==> config.mk <==
export PLATFORM = sky130hd
export DESIGN_NAME = rrot_arb_4_flat
export DESIGN_NICKNAME = d
export VERILOG_FILES = /design/src/rtl/rrot_arb_4_if.sv /design/src/rtl/rrot_arb_4.sv /design/src/flat_wrapper.sv
export SDC_FILE = /design/constraint.sdc
export NUM_CORES = 1
export LEC_CHECK = 0
export CAP_MARGIN = 20
export CORE_MARGIN = 3
export CORE_UTILIZATION = 45
export CTS_BUF_LIST = sky130_fd_sc_hd__clkbuf_4 sky130_fd_sc_hd__clkbuf_8 sky130_fd_sc_hd__clkbuf_16
export DETAILED_ROUTE_END_ITERATION = 7
export GPL_TIMING_DRIVEN = 0
export PLACE_DENSITY_LB_ADDON = 0.25
export REMOVE_ABC_BUFFERS = 1
export SLEW_MARGIN = 40
export SYNTH_ARGS = -nofsm -noshare
export SYNTH_HDL_FRONTEND = slang
export SYNTH_SLANG_ARGS = --single-unit
==> constraint.sdc <==
create_clock -name clk -period 3.07 [get_ports clk]
set_input_delay 0.307 -clock clk [delete_from_list [all_inputs] [get_ports clk]]
set_output_delay 0.307 -clock clk [all_outputs]
set_load 0.02 [all_outputs]
==> src/rtl/rrot_arb_4_if.sv <==
// Request/response bundle between four requesters, one consumer and the rotate arbiter.
// The master side drives requests and accepts results; the slave side is the arbiter.
interface rrot_arb_4_if;
    logic [3:0]  req_valid;
    logic [31:0] req_data;
    logic [11:0] req_amt;
    logic [3:0]  req_ready;
    logic        resp_valid;
    logic        resp_ready;
    logic [7:0]  resp_data;
    logic [1:0]  resp_id;

    modport master (
        output req_valid, req_data, req_amt, resp_ready,
        input  req_ready, resp_valid, resp_data, resp_id
    );

    modport slave (
        input  req_valid, req_data, req_amt, resp_ready,
        output req_ready, resp_valid, resp_data, resp_id
    );
endinterface

==> src/rtl/rrot_arb_4.sv <==
// Round-robin arbiter that shares one 8-bit right-rotate barrel among four requesters.
// One operation in flight: capture (IDLE) -> rotate (EXEC) -> hold result until accepted (RESP).
module rrot_arb_4 #(
    parameter int CW = 16
) (
    input  logic          clk,
    input  logic          rst_n,
    rrot_arb_4_if.slave   bus,
    output logic          busy,
    output logic [CW-1:0] op_count
);
    localparam int NREQ = 4;
    localparam int DW   = 8;

    typedef enum logic [1:0] {IDLE, EXEC, RESP} state_t;

    state_t          state_reg, state_next;
    logic [1:0]      rr_ptr_reg;
    logic [DW-1:0]   op_reg;
    logic [2:0]      amt_reg;
    logic [1:0]      id_reg;
    logic [DW-1:0]   resp_data_reg;
    logic [1:0]      resp_id_reg;
    logic            resp_valid_reg;
    logic [CW-1:0]   op_count_reg;

    logic [NREQ-1:0][DW-1:0] data_slice;
    logic [NREQ-1:0][2:0]    amt_slice;
    logic [NREQ-1:0]         vld_rot;
    logic [NREQ-1:0]         grant;
    logic [1:0]              offset;
    logic [1:0]              winner;
    logic                    accept;
    logic [3:0][DW-1:0]      stage;

    assign data_slice = bus.req_data;
    assign amt_slice  = bus.req_amt;

    // Request vector rotated so that bit 0 is the requester currently holding top priority.
    generate
        for (genvar gi = 0; gi < NREQ; gi++) begin : g_vld_rot
            assign vld_rot[gi] = bus.req_valid[rr_ptr_reg + 2'(gi)];
        end
    endgenerate

    always_comb begin
        offset = 2'd0;
        casez (vld_rot)
            4'b???1: offset = 2'd0;
            4'b??10: offset = 2'd1;
            4'b?100: offset = 2'd2;
            4'b1000: offset = 2'd3;
            default: offset = 2'd0;
        endcase
    end

    assign winner = rr_ptr_reg + offset;

    // Three mux2x1 stages: stage gi rotates right by 2**gi when amt bit gi is set.
    assign stage[0] = op_reg;
    generate
        for (genvar gi = 0; gi < 3; gi++) begin : g_barrel
            localparam int SH = 1 << gi;
            assign stage[gi+1] = amt_reg[gi]
                ? {stage[gi][SH-1:0], stage[gi][DW-1:SH]}
                : stage[gi];
        end
    endgenerate

    always_comb begin
        state_next = state_reg;
        grant      = '0;
        accept     = 1'b0;
        case (state_reg)
            IDLE: begin
                // Gated by rst_n so no grant is offered while reset is held.
                if (rst_n && (|bus.req_valid)) begin
                    grant      = 4'b0001 << winner;
                    accept     = 1'b1;
                    state_next = EXEC;
                end
            end
            EXEC: state_next = RESP;
            RESP: begin
                if (resp_valid_reg && bus.resp_ready) begin
                    state_next = IDLE;
                end
            end
            default: state_next = IDLE;
        endcase
    end

    always_ff @(posedge clk or negedge rst_n) begin
        if (!rst_n) begin
            state_reg <= IDLE;
        end else begin
            state_reg <= state_next;
        end
    end

    always_ff @(posedge clk or negedge rst_n) begin
        if (!rst_n) begin
            rr_ptr_reg     <= '0;
            op_reg         <= '0;
            amt_reg        <= '0;
            id_reg         <= '0;
            resp_data_reg  <= '0;
            resp_id_reg    <= '0;
            resp_valid_reg <= 1'b0;
            op_count_reg   <= '0;
        end else begin
            case (state_reg)
                IDLE: begin
                    if (accept) begin
                        op_reg     <= data_slice[winner];
                        amt_reg    <= amt_slice[winner];
                        id_reg     <= winner;
                        rr_ptr_reg <= winner + 2'd1;
                    end
                end
                EXEC: begin
                    resp_data_reg  <= stage[3];
                    resp_id_reg    <= id_reg;
                    resp_valid_reg <= 1'b1;
                end
                RESP: begin
                    if (resp_valid_reg && bus.resp_ready) begin
                        resp_valid_reg <= 1'b0;
                        op_count_reg   <= op_count_reg + 1'b1;
                    end
                end
                default: resp_valid_reg <= 1'b0;
            endcase
        end
    end

    assign bus.req_ready  = grant;
    assign bus.resp_valid = resp_valid_reg;
    assign bus.resp_data  = resp_data_reg;
    assign bus.resp_id    = resp_id_reg;
    assign busy           = (state_reg != IDLE);
    assign op_count       = op_count_reg;
endmodule

==> src/flat_wrapper.sv <==
// flat-port wrapper written by rule: the top's interface ports become plain ports
module rrot_arb_4_flat 
#(
    parameter int CW = 16
)
  (clk, rst_n, busy, op_count, bus_req_valid, bus_req_data, bus_req_amt, bus_resp_ready, bus_req_ready, bus_resp_valid, bus_resp_data, bus_resp_id);
  rrot_arb_4_if bus_i ();
  input  logic clk;
  input  logic rst_n;
  output logic busy;
  output logic [CW-1:0] op_count;
  input wire logic [$bits(bus_i.req_valid)-1:0] bus_req_valid;
  input wire logic [$bits(bus_i.req_data)-1:0] bus_req_data;
  input wire logic [$bits(bus_i.req_amt)-1:0] bus_req_amt;
  input wire logic [$bits(bus_i.resp_ready)-1:0] bus_resp_ready;
  output wire logic [$bits(bus_i.req_ready)-1:0] bus_req_ready;
  output wire logic [$bits(bus_i.resp_valid)-1:0] bus_resp_valid;
  output wire logic [$bits(bus_i.resp_data)-1:0] bus_resp_data;
  output wire logic [$bits(bus_i.resp_id)-1:0] bus_resp_id;
  assign bus_i.req_valid = bus_req_valid;
  assign bus_i.req_data = bus_req_data;
  assign bus_i.req_amt = bus_req_amt;
  assign bus_i.resp_ready = bus_resp_ready;
  assign bus_req_ready = bus_i.req_ready;
  assign bus_resp_valid = bus_i.resp_valid;
  assign bus_resp_data = bus_i.resp_data;
  assign bus_resp_id = bus_i.resp_id;
  rrot_arb_4 #(.CW(CW)) u_core (.clk(clk), .rst_n(rst_n), .bus(bus_i), .busy(busy), .op_count(op_count));
endmodule
==> out/results.tsv <==
stage	metric	value	unit
sta	worst rel slew slack	0.485	
clocking	CTS sink cnt	44	
detailed_routing	vias after detailed routing	2298	
grt	largest net degree at the start of global routing	37	
layout	cell area after layout	3890	sq um
synth	fraction of registers with async set/reset	1.00	
grt	GRT overflow	0	
critical_path	CP peak stage delay	0.48	ns
die	Core ar.	6030	sq um
power_and_ir_drop	Switching Share	0.213	
detailed_routing	DRT antenna net count	0	
critical_path	CP Buf/Inv Count	3	
power_and_ir_drop	Psw	262	uW
layout	layout cells sized above 1	0.221	
critical_path	Setup crit end	bus_req_ready[2]	
power_and_ir_drop	Comb pwr share	0.136	
clocking	Num CTS Buffers	5	
power_and_ir_drop	Worst VDD drop	0.000194	V
synth	synth warn	0	
sta	setup violators final	0	
clocking	CTS tree	yes	
clocking	H-tree depth	2	
sta	Final Hold Slack	0.412	ns
grt	first-pass GRT wire length	10800	um
layout	synth-to-layout area growth	37.0	%
die	die height	85.4	um
clocking	clock-pin transition on the worst setup and hold timing paths	0.08	ns
sta	final period demand of the worst path	2.96	ns
detailed_routing	# DRC	0	
critical_path	worst-path maximum fanout	11	
clocking	Clock Tree Buf Depth	2	
layout	max reg flops	16	
synth	top_reg_cell synth	dfrtp_1	
layout	final core occ	0.645	
placed_design	routability cong.	0.738	
placed_design	dpl ws	-0.487	ns
critical_path	Register-to-Register Setup Slack	0.60	ns
synth	#FFs+latches synth	44	
critical_path	CP max-delay cell	xnor3_4	
placed_design	Port Buffers	82	
layout	# nets final	400	
sta	RSZ-0062 raised after global routing	no	
grt	global-route usage over all layers	0.181	
critical_path	Top delay family on crit path	buffers and inverters	
sta	final period utilization	0.964	
critical_path	crit path DAT	2.65	ns
sta	worst slew pin tran	0.772	ns
synth	Cells after Synth	270	
placed_design	Area after DPL	3670	sq um
critical_path	critical path required time	2.76	ns
critical_path	CP endpoint kind	primary output	
status	status	completed	
layout	diode count	0	
critical_path	capturing point of the worst reg2reg path	u_core.amt_reg[0]$_DFFE_PN0P_	
die	Top Ports	83	
synth	Mapped Avg Cell Area	10.5	sq um
synth	Post-synth EDFFs	0	
die	Starting Density	0.471	
synth	sequential area share after synthesis	0.388	
critical_path	CP cell instances	buf_4 -> mux2_4 -> a32oi_2 -> o22ai_4 -> xnor3_4 -> buf_4 -> nor3_2 -> clkdlybuf4s15_2	
detailed_routing	DR WL/cell	14.7	um
die	full die area	7290	sq um
power_and_ir_drop	share of power burned in registers	0.470	
sta	Clock Skews	0.00640	ns
power_and_ir_drop	Int Pwr	969	uW
min_path	worst min path class	input pin to async pin	
critical_path	CP most frequent cell	buf_4	
sta	PnR worst setup slack	0.109	ns
sta	Max Clk Rate	338	MHz
detailed_routing	drt total wl	6230	um
layout	area occupied by multi-input gates	1660	sq um
power_and_ir_drop	Clock power frac	0.394	
critical_path	kind of start point of the critical path	register	
synth	Post-Syn Area	2840	sq um
job	max-cap violations	0	
synth	Netlist cell types	47	
clocking	Root Buffer	clkbuf_8	
detailed_routing	starting DRC count in detailed routing	54	
critical_path	cells on worst reg2reg path	10	
grt	initial antenna violation count	0	
sta	final hold vios	0	
power_and_ir_drop	Leak	1.56	nW
critical_path	worst reg2reg path startpoint	u_core.rr_ptr_reg[0]$_DFFE_PN0P_	
placed_design	Detailed Place HPWL	4560	um
critical_path	Crit Path Category	register to primary output	
critical_path	CP startpoint	u_core.rr_ptr_reg[0]$_DFFE_PN0P_	
detailed_routing	DR vias/cell	5.43	
layout	fillers	496	
critical_path	Crit path depth	8	
detailed_routing	drt first pass iters	4	
die	Die W	85.4	um
layout	Reg area	1100	sq um
clocking	clk_lat worst skew	0.30	ns
grt	vias in the first global route	2293	
power_and_ir_drop	power density over the cells	317	nW/um^2
die	row cnt	28	
sta	Final Max Tran Viols	0	
## cells in the mapped netlist (all sizes together), types with 2 or more instances
cell,number,area share
o2111ai,9,0.045
ha,2,0.0088
nand4,4,0.0088
mux2,26,0.10
xor2,5,0.015
clkbuf,9,0.012
nor3,3,0.0071
o22ai,2,0.0093
mux2i,8,0.028
and3,4,0.0088
mux4,8,0.063
nand2b,3,0.0066
buf,11,0.026
o211ai,2,0.0088
dfrtp,44,0.39
xnor3,2,0.016
nand2,47,0.062
nor2,11,0.015
and2,2,0.0044
nand3,25,0.053
o21ai,13,0.023
xnor2,12,0.037
a21oi,2,0.0048
nor2b,2,0.0044
nor3b,3,0.0097
a31oi,2,0.0044
## how the worst min path moves through the flow
stage / start / to / cells after the start
after floorplan: rst_n / u_core.amt_reg[0]$_DFFE_PN0P_ / 0
after CTS: rst_n / u_core.op_count[7]$_DFFE_PN0P_ / 2
after detailed placement: rst_n / u_core.op_count[7]$_DFFE_PN0P_ / 1
final: rst_n / u_core.op_count[7]$_DFFE_PN0P_ / 2
after global placement: u_core.id_reg[0]$_DFFE_PN0P_ / u_core.id_reg[0]$_DFFE_PN0P_ / 2
after global routing: rst_n / u_core.op_count[7]$_DFFE_PN0P_ / 2
## worst reg2reg max path, stage by stage, from the launching register on
cell	delay, ns
dfrtp_2	0.46
nor2b_1	0.16
a22oi_1	0.15
nand2_1	0.07
o21ai_0	0.10
o221ai_2	0.15
ha_4	0.42
buf_6	0.22
mux2_2	0.37
nand3_1	0.10
o2111ai_2	0.12
## logic make-up (layout without fill, tap and decap cells)
kind of cell               Yosys count  in the layout  synth area share
buffers and inverters               22            100            0.0406
AOI/OAI and AO/OA                   34             34             0.110
DFF                                 44             44             0.388
xor gates and xnor gates            19             19            0.0688
adders and majority gates            2              2           0.00882
muxes                               42             42             0.196
and+or+nand+nor                    107            107             0.188
## layout make-up
cell class | instances | share of cell area
multi-input cells | 204 | 0.426
well taps | 75 | 0.0241
flip-flops and latches | 44 | 0.283
clock buffers | 7 | 0.0248
inverters | 2 | 0.00322
clock inverters | 1 | 0.00772
repair buffers | 90 | 0.231
## power groups by stage
stage / combinational [mW] / sequential (mW) / clock (mW)
floorplan: 0.0651 / 0.591 / 0
global placement: 0.153 / 0.591 / 0
detailed placement: 0.157 / 0.591 / 0
CTS: 0.168 / 0.579 / 0.492
global route: 0.181 / 0.579 / 0.511
finish: 0.167 / 0.579 / 0.485
## per-stage QoR
step                TNS (ns)  total power [mW]  instances
finish                     0              1.23        423
global route               0              1.27        423
CTS                        0              1.24        420
detailed placement     -1.64             0.748        408
global placement      -33.59             0.744        407
floorplan                  0             0.656        250
## cell usage in the layout (no fill, tap or decap), types with 3 or more instances in the layout
cell type        count
nand2b_1             3
nand2_1             47
o2111ai_2            8
clkbuf_8             7
buf_4                6
o21ai_0             12
and3_1               4
nand3_1             19
xor2_1               5
nor2_1              11
mux2_2              25
xnor2_1             12
clkdlybuf4s50_1     74
dlygate4sd2_1        4
mux4_2               8
dfrtp_1             43
nand3_2              5
mux2i_1              8
nand4_1              4
## metal layers
layer  up-vias  part of all wire  track usage  wire [um]
met5         -                 0            0          0
met4         0            0.0034       0.0504         21
met1      1104              0.45        0.242       2810
met2        71              0.48        0.296       2980
li1       1121                 -            -          -
met3         2             0.068       0.0417        422
## timing repair
| item | CTS | global route |
|---|---|---|
| setup endpoints to repair | 4 | 3 |
| buffers inserted | 3 | 3 |
| hold buffers | 1 | 0 |
| pin swaps | 2 | 0 |
| resized for setup | 12 | 4 |
| hold endpoints to repair | 17 | 0 |
Note: power is estimated with default switching activity, not from simulation.
